--- src/rtl/nanov_pkg.sv ---
// Shared definitions for the nanoV MMIO block: register offsets, STAT bit
// positions, UART FSM states and the CPU store-data bit reversal.
package nanov_pkg;

  localparam logic [2:0] MMIO_GPIO_OUT  = 3'd0;
  localparam logic [2:0] MMIO_GPIO_IN   = 3'd1;
  localparam logic [2:0] MMIO_UART_DATA = 3'd2;
  localparam logic [2:0] MMIO_UART_STAT = 3'd3;

  localparam int STAT_TX_BUSY    = 0;
  localparam int STAT_RX_VALID   = 1;
  localparam int STAT_RX_OVERRUN = 2;

  typedef enum logic [1:0] {
    UART_IDLE,
    UART_START,
    UART_DATA,
    UART_STOP
  } uart_state_e;

  // The CPU shifts store data out MSB-first, so bit i arrives at position 31-i
  function automatic logic [31:0] bitrev32(input logic [31:0] d);
    logic [31:0] r;
    for (int i = 0; i < 32; i++) r[i] = d[31-i];
    return r;
  endfunction

endpackage

--- src/rtl/nanov_uart_rx.sv ---
// 8N1 UART receiver: input synchroniser, start/mid-bit sampling FSM and a
// one-byte buffer with valid and overrun flags.
module nanov_uart_rx
  import nanov_pkg::*;
#(
  parameter int CLKS_PER_BIT = 52
) (
  input  logic       clk,
  input  logic       rstn,
  input  logic       rxd,
  input  logic       pop,
  input  logic       clr_overrun,
  output logic [7:0] rx_data,
  output logic       rx_valid,
  output logic       rx_overrun
);

  localparam int CW = $clog2(CLKS_PER_BIT);
  localparam logic [CW-1:0] LAST = CW'(CLKS_PER_BIT - 1);
  localparam logic [CW-1:0] HALF = CW'(CLKS_PER_BIT / 2 - 1);

  // sync[1] is the synchronised line, sync[2] its previous value for edge detect
  logic [2:0]  sync;
  logic        rx_s, rx_prev;
  uart_state_e state, state_n;
  logic [CW-1:0] cnt, cnt_n;
  logic [2:0]  idx, idx_n;
  logic [7:0]  shift, shift_n;
  logic        done;

  assign rx_s    = sync[1];
  assign rx_prev = sync[2];

  always_ff @(posedge clk or negedge rstn) begin
    if (!rstn) begin
      sync  <= 3'b111;
      state <= UART_IDLE;
      cnt   <= '0;
      idx   <= '0;
      shift <= '0;
    end else begin
      sync  <= {sync[1:0], rxd};
      state <= state_n;
      cnt   <= cnt_n;
      idx   <= idx_n;
      shift <= shift_n;
    end
  end

  always_comb begin
    state_n = state;
    cnt_n   = cnt;
    idx_n   = idx;
    shift_n = shift;
    done    = 1'b0;
    case (state)
      UART_IDLE: begin
        cnt_n = '0;
        idx_n = '0;
        if (rx_prev && !rx_s) state_n = UART_START;
      end
      UART_START: begin
        // A start bit that is gone by mid-bit was a glitch
        if (cnt == HALF) begin
          cnt_n   = '0;
          state_n = rx_s ? UART_IDLE : UART_DATA;
        end else cnt_n = cnt + 1'b1;
      end
      UART_DATA: begin
        if (cnt == LAST) begin
          cnt_n   = '0;
          shift_n = {rx_s, shift[7:1]};
          if (idx == 3'd7) state_n = UART_STOP;
          else idx_n = idx + 3'd1;
        end else cnt_n = cnt + 1'b1;
      end
      UART_STOP: begin
        if (cnt == LAST) begin
          cnt_n   = '0;
          state_n = UART_IDLE;
          done    = rx_s;
        end else cnt_n = cnt + 1'b1;
      end
      default: state_n = UART_IDLE;
    endcase
  end

  always_ff @(posedge clk or negedge rstn) begin
    if (!rstn) begin
      rx_data    <= '0;
      rx_valid   <= 1'b0;
      rx_overrun <= 1'b0;
    end else begin
      if (done) begin
        rx_data  <= shift;
        rx_valid <= 1'b1;
      end else if (pop) rx_valid <= 1'b0;
      // A pop in the completion cycle makes room for the new byte
      if (done && rx_valid && !pop) rx_overrun <= 1'b1;
      else if (clr_overrun)         rx_overrun <= 1'b0;
    end
  end

endmodule

--- src/rtl/nanov_mmio.sv ---
// nanoV memory-mapped IO slave: address capture, GPIO registers, UART TX and
// a registered read-data snapshot taken when the address arrives.
module nanov_mmio
  import nanov_pkg::*;
#(
  parameter int         CLKS_PER_BIT = 52,
  parameter int         GPIO_WIDTH   = 8,
  parameter logic [3:0] IO_BASE      = 4'h1
) (
  input  logic                  clk,
  input  logic                  rstn,
  input  logic [31:0]           data_out,
  input  logic                  store_addr_out,
  input  logic                  store_data_out,
  input  logic                  data_in_read,
  output logic [31:0]           ext_data_in,
  output logic [GPIO_WIDTH-1:0] gpio_out,
  input  logic [GPIO_WIDTH-1:0] gpio_in,
  output logic                  uart_txd,
  input  logic                  uart_rxd
);

  localparam int CW = $clog2(CLKS_PER_BIT);
  localparam logic [CW-1:0] LAST = CW'(CLKS_PER_BIT - 1);

  logic [31:0]           addr_q, wdata, rd_mux;
  logic                  addr_pend, rd_sel, sel, wr;
  logic [2:0]            off;
  logic [GPIO_WIDTH-1:0] gpio_s1, gpio_s2;
  logic [7:0]            rx_data;
  logic                  rx_valid, rx_overrun, pop, clr_overrun;
  uart_state_e           tx_state, tx_state_n;
  logic [CW-1:0]         tx_cnt, tx_cnt_n;
  logic [2:0]            tx_idx, tx_idx_n;
  logic [7:0]            tx_shift, tx_shift_n;
  logic                  tx_busy, tx_start;
  logic                  unused;

  assign sel         = (addr_q[31:28] == IO_BASE);
  assign off         = addr_q[4:2];
  assign wdata       = bitrev32(data_out);
  assign wr          = store_data_out && sel;
  assign tx_busy     = (tx_state != UART_IDLE);
  assign tx_start    = wr && (off == MMIO_UART_DATA) && !tx_busy;
  assign pop         = data_in_read && rd_sel && (off == MMIO_UART_DATA);
  assign clr_overrun = data_in_read && rd_sel && (off == MMIO_UART_STAT);
  assign unused      = ^{addr_q[27:5], addr_q[1:0], wdata[31:8]};

  always_ff @(posedge clk or negedge rstn) begin
    if (!rstn) begin
      addr_q      <= '0;
      addr_pend   <= 1'b0;
      rd_sel      <= 1'b0;
      ext_data_in <= '0;
      gpio_s1     <= '0;
      gpio_s2     <= '0;
      gpio_out    <= '0;
    end else begin
      gpio_s1   <= gpio_in;
      gpio_s2   <= gpio_s1;
      addr_pend <= store_addr_out;
      if (store_addr_out) addr_q <= data_out;
      // rd_sel arms data_in_read side effects only for a selected load
      if (store_addr_out)    rd_sel <= 1'b0;
      else if (addr_pend)    rd_sel <= sel;
      else if (data_in_read) rd_sel <= 1'b0;
      if (addr_pend) ext_data_in <= sel ? rd_mux : '0;
      if (wr && off == MMIO_GPIO_OUT) gpio_out <= wdata[GPIO_WIDTH-1:0];
    end
  end

  always_comb begin
    rd_mux = '0;
    case (off)
      MMIO_GPIO_OUT:  rd_mux = 32'(gpio_out);
      MMIO_GPIO_IN:   rd_mux = 32'(gpio_s2);
      MMIO_UART_DATA: rd_mux = 32'(rx_data);
      MMIO_UART_STAT: begin
        rd_mux[STAT_TX_BUSY]    = tx_busy;
        rd_mux[STAT_RX_VALID]   = rx_valid;
        rd_mux[STAT_RX_OVERRUN] = rx_overrun;
      end
      default: rd_mux = '0;
    endcase
  end

  always_ff @(posedge clk or negedge rstn) begin
    if (!rstn) begin
      tx_state <= UART_IDLE;
      tx_cnt   <= '0;
      tx_idx   <= '0;
      tx_shift <= '0;
    end else begin
      tx_state <= tx_state_n;
      tx_cnt   <= tx_cnt_n;
      tx_idx   <= tx_idx_n;
      tx_shift <= tx_shift_n;
    end
  end

  always_comb begin
    tx_state_n = tx_state;
    tx_cnt_n   = tx_cnt;
    tx_idx_n   = tx_idx;
    tx_shift_n = tx_shift;
    if (tx_state == UART_IDLE) begin
      tx_cnt_n = '0;
      tx_idx_n = '0;
      if (tx_start) begin
        tx_shift_n = wdata[7:0];
        tx_state_n = UART_START;
      end
    end else if (tx_cnt != LAST) begin
      tx_cnt_n = tx_cnt + 1'b1;
    end else begin
      tx_cnt_n = '0;
      case (tx_state)
        UART_START: tx_state_n = UART_DATA;
        UART_DATA: begin
          if (tx_idx == 3'd7) tx_state_n = UART_STOP;
          else tx_idx_n = tx_idx + 3'd1;
        end
        default: tx_state_n = UART_IDLE;
      endcase
    end
  end

  // Decoded straight from state so reset forces the line idle without a clock
  always_comb begin
    uart_txd = 1'b1;
    case (tx_state)
      UART_START: uart_txd = 1'b0;
      UART_DATA:  uart_txd = tx_shift[tx_idx];
      default:    uart_txd = 1'b1;
    endcase
  end

  nanov_uart_rx #(.CLKS_PER_BIT(CLKS_PER_BIT)) u_rx (
    .clk         (clk),
    .rstn        (rstn),
    .rxd         (uart_rxd),
    .pop         (pop),
    .clr_overrun (clr_overrun),
    .rx_data     (rx_data),
    .rx_valid    (rx_valid),
    .rx_overrun  (rx_overrun)
  );

endmodule

--- config.mk ---
export PLATFORM = sky130hd
export DESIGN_NAME = nanov_mmio
export DESIGN_NICKNAME = d
export VERILOG_FILES = /design/src/rtl/nanov_pkg.sv /design/src/rtl/nanov_uart_rx.sv /design/src/rtl/nanov_mmio.sv
export SDC_FILE = /design/constraint.sdc
export NUM_CORES = 1
export LEC_CHECK = 0
export BUFFER_PORTS_ARGS = -buffer_cell sky130_fd_sc_hd__buf_2
export CORE_MARGIN = 3
export CORE_UTILIZATION = 59
export CTS_CLUSTER_DIAMETER = 200
export DETAILED_ROUTE_END_ITERATION = 12
export PLACE_DENSITY = 0.85
export SLEW_MARGIN = 20
export SYNTH_ARGS = -nofsm -noshare
export SYNTH_HDL_FRONTEND = slang
export SYNTH_HIERARCHICAL = 1
export SYNTH_SLANG_ARGS = --single-unit
--- constraint.sdc ---
create_clock -name clk -period 6.6 [get_ports clk]
set_input_delay 1.32 -clock clk [delete_from_list [all_inputs] [get_ports clk]]
set_output_delay 1.32 -clock clk [all_outputs]
set_load 0.01 [all_outputs]
==> results of run 1 <==
==> layout make-up <==
cell class,instances,area share
clock buffer,10,0.0304
clock inverter,6,0.0124
inverter,14,0.0116
multi-input combinational,194,0.363
sequential,92,0.510
tap,93,0.0257
timing repair buffer,41,0.0467
==> critical path, stage by stage, from the launching register on <==
cell	delay (ps)
sky130_fd_sc_hd__dfrtp_1	440
sky130_fd_sc_hd__mux4_2	520
sky130_fd_sc_hd__mux2i_1	160
sky130_fd_sc_hd__mux2i_1	90
sky130_fd_sc_hd__buf_2	140
==> metrics by stage <==
stage	cells	area [um^2]	util
floorplan	334	4240	-
CTS	450	4520	0.688
global placement	434	4330	0.659
global route	450	4520	0.689
detailed placement	434	4330	0.659
finish	450	4520	0.689
==> synth_stat cells (6+ instances only) <==
master                       n
sky130_fd_sc_hd__dfrtp_1    89
sky130_fd_sc_hd__buf_4      25
sky130_fd_sc_hd__mux2_4     24
sky130_fd_sc_hd__nor2_1     22
sky130_fd_sc_hd__mux2_2     14
sky130_fd_sc_hd__inv_1      13
sky130_fd_sc_hd__ha_1       11
sky130_fd_sc_hd__a21oi_1    10
sky130_fd_sc_hd__mux2i_1     9
sky130_fd_sc_hd__nand2_1     9
sky130_fd_sc_hd__o2bb2ai_1   7
sky130_fd_sc_hd__clkbuf_1    6
sky130_fd_sc_hd__o21ai_0     6
==> per-layer routing <==
metal	wire length, um	up-vias
li1	-	1126
met2	3780	74
met4	95	0
met5	0	-
met1	3210	1254
met3	375	14
==> logic make-up (layout without fill, tap and decap cells) <==
family	Yosys count	count (layout)
compound gates	36	36
fa+ha+maj	11	11
mux	53	53
buf+inv	48	71
simple gates	62	62
xor+xnor	8	8
other cells	1	24
flops	92	92
==> flip-flops by register name, summed over array words and instances (netlist names), 6 cells and up, named ones only <==
register      flops
u_rx/cnt          6
gpio_s2           8
ext_data_in       8
u_rx/shift        8
tx_cnt            6
tx_shift          8
u_rx/rx_data      8
gpio_s1           8
gpio_out          8
addr_q            7
==> layout by cell type, fill, tap and decap left out, drive strengths merged, types with 10 or more instances in the layout <==
cell type / n
mux2: 39
dfrtp: 89
clkbuf: 10
a21oi: 10
conb: 24
ha: 11
buf: 41
nor2: 22
inv: 16
==> power by group <==
| group | internal, mW | total, mW | switching (mW) |
|---|---|---|---|
| combinational | 0.0762 | 0.157 | 0.0812 |
| sequential | 0.608 | 0.664 | 0.0567 |
| clock | 0.155 | 0.361 | 0.206 |
| total | 0.839 | 1.18 | 0.344 |
==> worst paths after layout <==
kind / from / to
max in group asynchronous: rstn / ext_data_in[6]$_DFFE_PN0P_
hold reg to reg: gpio_s1[1]$_DFF_PN0_ / gpio_s2[1]$_DFF_PN0_
setup / recovery: tx_idx[1]$_DFFE_PN0P_ / uart_txd
hold / removal: gpio_s1[1]$_DFF_PN0_ / gpio_s2[1]$_DFF_PN0_
min in group asynchronous: rstn / tx_state[0]$_DFFE_PN0P_
setup reg to reg: addr_q[29]$_DFFE_PN0P_ / tx_state[1]$_DFFE_PN0P_
==> impl_metrics.sql, run 1 <==
INSERT INTO impl_metrics (metric_group, metric, value, unit) VALUES
('synth', 'yosys_warnings', '6', ''),
('synth', 'synth_cells', '311', ''),
('timing', 'final-hold-violation-count', '0', ''),
('finish', 'nets', '409', ''),
('timing', 'timing_max_transition_violations_final', '0', ''),
('synth', 'share_of_synthesized_cell_area_in_and_or_nand_and_nor_gates', '0.0886', ''),
('global_routing', 'grt_usage', '0.194', ''),
('synth', 'synth_seq_cells', '92', ''),
('clocking', 'post_cts_setup_driven_buffer_insertion_count', '0', ''),
('timing', 'worst_clock_skew', '13.3', 'ps'),
('clocking', 'worst_setup_hold_path_clk_slew', '90', 'ps'),
('worst_setup_path', 'arrival', '1700', 'ps'),
('clocking', 'cts_hold_buf', '0', ''),
('timing', 'timing_worst_slew_pin_value', '784', 'ps'),
('global_routing', 'overflow', '0', ''),
('floorplan', 'die_height', '89.9', 'um'),
('floorplan', 'num_io_pins', '87', ''),
('run_status', 'status', 'finished clean', ''),
('placed_design', 'preCtsSetupSlack', '3890', 'ps'),
('pwr', 'cellPowerDensity', '261', 'nW/um^2'),
('synth', 'avgSynthCellArea', '13.4', 'um^2'),
('synth', 'syn-cell-area', '4150', 'um^2'),
('timing', 'layout_worst_path_cycle_share', '0.457', ''),
('synth', 'async_flop_share', '1.00', ''),
('clocking', 'clock_path_buffers', '2', ''),
('run', 'drv_cap', '0', ''),
('clocking', 'tritoncts_num_sinks', '92', ''),
('timing', 'finalWorstSetupSlack', '3580', 'ps'),
('global_routing', 'grt_max_degree', '93', ''),
('finish', 'num_antenna_cells', '0', ''),
('synth', 'synth_flop_cell', 'sky130_fd_sc_hd__dfrtp_1', ''),
('floorplan', 'site_rows', '29', ''),
('placed_design', 'post-dp-hpwl', '5.30', 'mm'),
('global_routing', 'met1_usage', '0.252', ''),
('synth', 'combinational_family_with_the_most_area_after_synthesis', 'multiplexers', ''),
('timing', 'max_freq', '332', 'MHz'),
('route', 'drt-initial-drc-count', '127', ''),
('worst_setup_path', 'worst-r2r-cell-count', '4', ''),
('floorplan', 'die_x', '89.9', 'um'),
('global_routing', 'antenna_found_initial', '0', ''),
('route', 'drc', '0', ''),
('clocking', 'cts_inserted_buffers', '9', ''),
('route', 'vias_cell', '5.48', ''),
('global_routing', 'met3_global_route_usage', '0.0568', ''),
('clocking', 'clkLatencyLatePin', '350', 'ps'),
('placed_design', 'placement.io_buffers', '41', ''),
('worst_setup_path', 'r2r_slack', '4410', 'ps'),
('floorplan', 'core_region_area', '6570', 'um^2'),
('synth', 'synth_compound_area_frac', '0.0593', ''),
('finish', 'n_fill_cell', '470', ''),
('synth', 'synth-seq-area-share', '0.555', ''),
('global_routing', 'grt.met2_usage', '0.329', ''),
('clocking', 'tritoncts', 'built', ''),
('floorplan', 'floorplan.die_area', '8080', 'um^2'),
('finish', 'multi_input_comb_area', '1640', 'um^2'),
('synth', 'synthDominantCellAreaShare', '0.536', ''),
('timing', 'timing.slew.headroom', '0.477', ''),
('synth', 'synth_top_area_cell', 'sky130_fd_sc_hd__dfrtp_1', ''),
('worst_setup_path', 'timing_worst_setup_path_type', 'reg2out', ''),
('placed_design', 'gp_routability_congestion', '0.746', ''),
('timing', 'setup-violations-final', '0', ''),
('synth', 'synth.mux.area_fraction', '0.176', ''),
('global_routing', 'vias_in_the_first_global_route', '2496', ''),
('worst_setup_path', 'critical_path_required', '5280', 'ps'),
('synth', 'yosys-top-cells-area', 'sky130_fd_sc_hd__dfrtp_1, sky130_fd_sc_hd__mux2_4, sky130_fd_sc_hd__buf_4, sky130_fd_sc_hd__mux2_2, sky130_fd_sc_hd__ha_1', ''),
('timing', 'grt_setup_unrepaired', 'no', ''),
('finish', 'area_growth', '8.92', '%'),
('floorplan', 'initial_core_util', '0.633', ''),
('clocking', 'cts.repair.resized', '0', ''),
('timing', 'sum_neg_setup_slack', '0', 'ps'),
('min_path', 'hold_path.class', 'reg2reg', '');
Power figures use the tool's default switching activity.
==> inputs of run 2 (changes only) <==
--- a/config.mk
+++ b/config.mk
@@ -7,10 +7,10 @@
 export LEC_CHECK = 0
 export BUFFER_PORTS_ARGS = -buffer_cell sky130_fd_sc_hd__buf_2
 export CORE_MARGIN = 3
-export CORE_UTILIZATION = 59
+export CORE_UTILIZATION = 49
 export CTS_CLUSTER_DIAMETER = 200
 export DETAILED_ROUTE_END_ITERATION = 12
-export PLACE_DENSITY = 0.85
+export PLACE_DENSITY = 0.76
 export SLEW_MARGIN = 20
 export SYNTH_ARGS = -nofsm -noshare
 export SYNTH_HDL_FRONTEND = slang
==> constraint.sdc (replaced) <==
create_clock -name clk -period 2.7 [get_ports clk]
set_input_delay 0.54 -clock clk [delete_from_list [all_inputs] [get_ports clk]]
set_output_delay 0.54 -clock clk [all_outputs]
set_load 0.01 [all_outputs]
==> run 2 against run 1 <==
Against the previous run:
- flip-flop and latch count is the same
- utilization decreased by 11 points
- worst setup slack lost 3100 ps
- power increased to 2.6 times the previous value
- die area up 19%
- register-to-register slack worse by 3900 ps
==> impl_metrics.sql, run 2 (synthesis gave the netlist of run 1 again) <==
INSERT INTO impl_metrics (metric_group, metric, value, unit) VALUES
('global_routing', 'overflow', '0', ''),
('clocking', 'clkLatencyLatePin', '360', 'ps'),
('pwr', 'ir_worst_vdd', '0.431', 'mV'),
('timing', 'timing.slew.headroom', '0.540', ''),
('worst_setup_path', 'cpPeakStageDelay', '530', 'ps'),
('clocking', 'cts_hold_buf', '0', ''),
('worst_setup_path', 'arrival', '1710', 'ps'),
('timing', 'timing_worst_slew_pin_value', '683', 'ps'),
('timing', 'hold_slack', '207', 'ps'),
('min_path', 'hold_path.class', 'in2async', ''),
('clocking', 'cts.htree.levels', '3', ''),
('finish', 'num_antenna_cells', '0', ''),
('worst_setup_path', 'worst-r2r-cell-count', '4', ''),
('route', 'drt-wirelength-per-cell', '15.5', 'um'),
('finish', 'multi_input_comb_area', '1640', 'um^2'),
('floorplan', 'floorplan.die_area', '9620', 'um^2'),
('clocking', 'ctsRootBufferMaster', 'sky130_fd_sc_hd__clkbuf_8', ''),
('clocking', 'cts.repair.resized', '0', ''),
('finish', 'nets', '412', ''),
('finish', 'finish.instance_area', '4590', 'um^2'),
('run', 'drv_cap', '0', ''),
('global_routing', 'wire_length_of_the_first_global_routing_pass', '11.9', 'mm'),
('finish', 'register_area', '2310', 'um^2'),
('route', 'drc', '0', ''),
('global_routing', 'antenna_found_initial', '0', ''),
('worst_setup_path', 'end_kind', 'output pin', ''),
('pwr', 'cellPowerDensity', '658', 'nW/um^2'),
('global_routing', 'met3_global_route_usage', '0.0529', ''),
('route', 'routed-via-count', '2442', ''),
('worst_setup_path', 'cpMaxStageDelayCell', 'sky130_fd_sc_hd__mux4_2', ''),
('timing', 'timing_max_transition_violations_final', '0', ''),
('clocking', 'clock_path_buffers', '2', ''),
('worst_setup_path', 'worst_setup_path_start_kind', 'register', ''),
('worst_setup_path', 'cp_cell_sequence', 'mux4_2 -> mux2i_1 -> mux2i_1 -> buf_2', ''),
('finish', 'layout.cells.non_filler', '462', ''),
('global_routing', 'met1_usage', '0.207', ''),
('timing', 'worst_clock_skew', '15.2', 'ps'),
('timing', 'layout_worst_path_cycle_share', '0.835', ''),
('route', 'drt.antenna.violating_nets', '0', ''),
('timing', 'finalWorstSetupSlack', '446', 'ps'),
('floorplan', 'die_height', '98.1', 'um'),
('route', 'first_pass_iters', '4', ''),
('worst_setup_path', 'timing_worst_setup_path_type', 'reg2out', ''),
('placed_design', 'post-dp-hpwl', '5.17', 'mm'),
('timing', 'max_freq', '444', 'MHz'),
('pwr', 'leakagePower', '2.24', 'nW'),
('worst_setup_path', 'critical_path.most_common_cell', 'sky130_fd_sc_hd__mux2i_1', ''),
('floorplan', 'site_rows', '32', ''),
('route', 'drt-initial-drc-count', '114', ''),
('worst_setup_path', 'cell_family_with_the_largest_share_of_critical_path_delay', 'multiplexers', ''),
('clocking', 'post_cts_setup_driven_buffer_insertion_count', '0', ''),
('timing', 'grt_setup_unrepaired', 'no', ''),
('global_routing', 'vias_in_the_first_global_route', '2420', ''),
('route', 'vias_cell', '5.29', ''),
('finish', 'layout.cells.most_common', 'sky130_fd_sc_hd__dfrtp_1', ''),
('timing', 'final-hold-violation-count', '0', ''),
('worst_setup_path', 'r2r_slack', '530', 'ps'),
('worst_setup_path', 'critical_path.reg2reg.endpoint', 'tx_state[1]$_DFFE_PN0P_', ''),
('finish', 'n_fill_cell', '633', ''),
('worst_setup_path', 'regToRegStartpoint', 'addr_q[29]$_DFFE_PN0P_', ''),
('worst_setup_path', 'crit_buf_inv', '1', ''),
('timing', 'post-route-min-period', '2250', 'ps'),
('placed_design', 'preCtsSetupSlack', '533', 'ps'),
('global_routing', 'grt_usage', '0.156', ''),
('clocking', 'worst_setup_hold_path_clk_slew', '100', 'ps'),
('global_routing', 'grt.met2_usage', '0.248', ''),
('floorplan', 'die_x', '98.1', 'um'),
('timing', 'setup-violations-final', '0', ''),
('finish', 'area_growth', '10.6', '%'),
('clocking', 'tritoncts', 'built', ''),
('global_routing', 'grt_max_degree', '54', ''),
('worst_setup_path', 'critical_path_required', '2160', 'ps'),
('floorplan', 'initial_core_util', '0.521', ''),
('global_routing', 'globalRoute.busiestLayer', 'met2', ''),
('timing', 'sum_neg_setup_slack', '0', 'ps'),
('clocking', 'cts_inserted_buffers', '9', ''),
('floorplan', 'num_io_pins', '87', ''),
('route', 'totalWireLength', '7.18', 'mm'),
('floorplan', 'core_region_area', '7970', 'um^2'),
('finish', 'final_cell_mix', 'sky130_fd_sc_hd__dfrtp_1, sky130_fd_sc_hd__buf_2, sky130_fd_sc_hd__mux2_4, sky130_fd_sc_hd__conb_1, sky130_fd_sc_hd__nor2_1', ''),
('placed_design', 'placement.io_buffers', '41', ''),
('placed_design', 'numPlacedInstances', '446', ''),
('finish', 'layout-drive-gt1-share', '0.311', ''),
('placed_design', 'dpl_cell_area', '4370', 'um^2'),
('run_status', 'status', 'finished clean', ''),
('worst_setup_path', 'crit_path_max_fanout', '4', ''),
('placed_design', 'gp_routability_congestion', '0.782', ''),
('clocking', 'tritoncts_num_sinks', '92', '');
run 2: area by class of cell:
| cell class | count | share of cell area |
|---|---|---|
| well taps | 102 | 0.0278 |
| clock buffers | 9 | 0.0270 |
| repair buffers | 44 | 0.0528 |
| clock inverters | 7 | 0.0210 |
| inverters | 14 | 0.0114 |
| flip-flops and latches | 92 | 0.502 |
| multi-input cells | 194 | 0.358 |
run 2: worst reg2reg max path, cell delays in order, from the launching register on:
cell and delay (ps):
sky130_fd_sc_hd__dfrtp_1 390, sky130_fd_sc_hd__or4b_4 580, sky130_fd_sc_hd__or4_4 660, sky130_fd_sc_hd__nand2b_1 130
sky130_fd_sc_hd__mux2_1 310
run 2: layer usage:
metal  share of wire  up-vias
li1                -     1134
met1            0.44     1233
met2            0.49       67
met3           0.066        8
met4           0.012        0
met5               0        -
run 2: worst max-delay path by stage:
stage | from | end | depth (start not counted)
detailed placement | addr_q[29]$_DFFE_PN0P_ | tx_state[1]$_DFFE_PN0P_ | 4
global placement | addr_q[29]$_DFFE_PN0P_ | tx_state[1]$_DFFE_PN0P_ | 4
global route | tx_idx[1]$_DFFE_PN0P_ | uart_txd | 4
finish | tx_idx[1]$_DFFE_PN0P_ | uart_txd | 4
CTS | tx_idx[1]$_DFFE_PN0P_ | uart_txd | 4
floorplan | addr_q[29]$_DFFE_PN0P_ | tx_state[1]$_DFFE_PN0P_ | 5
run 2: power by group:
group / switching (mW) / leakage, nW / total [mW] / internal [mW]
logic: 0.200 / 0.966 / 0.390 / 0.190
clock network: 0.485 / 0.114 / 1.01 / 0.528
registers: 0.132 / 1.16 / 1.62 / 1.49
total: 0.817 / 2.24 / 3.02 / 2.20
run 2: stage by stage:
step                       util  total power, mW
after detailed placement  0.549             2.03
after floorplan               -             1.91
final                     0.576             3.02
after global placement    0.549             2.02
after CTS                 0.576             3.05
after global routing      0.576             3.17
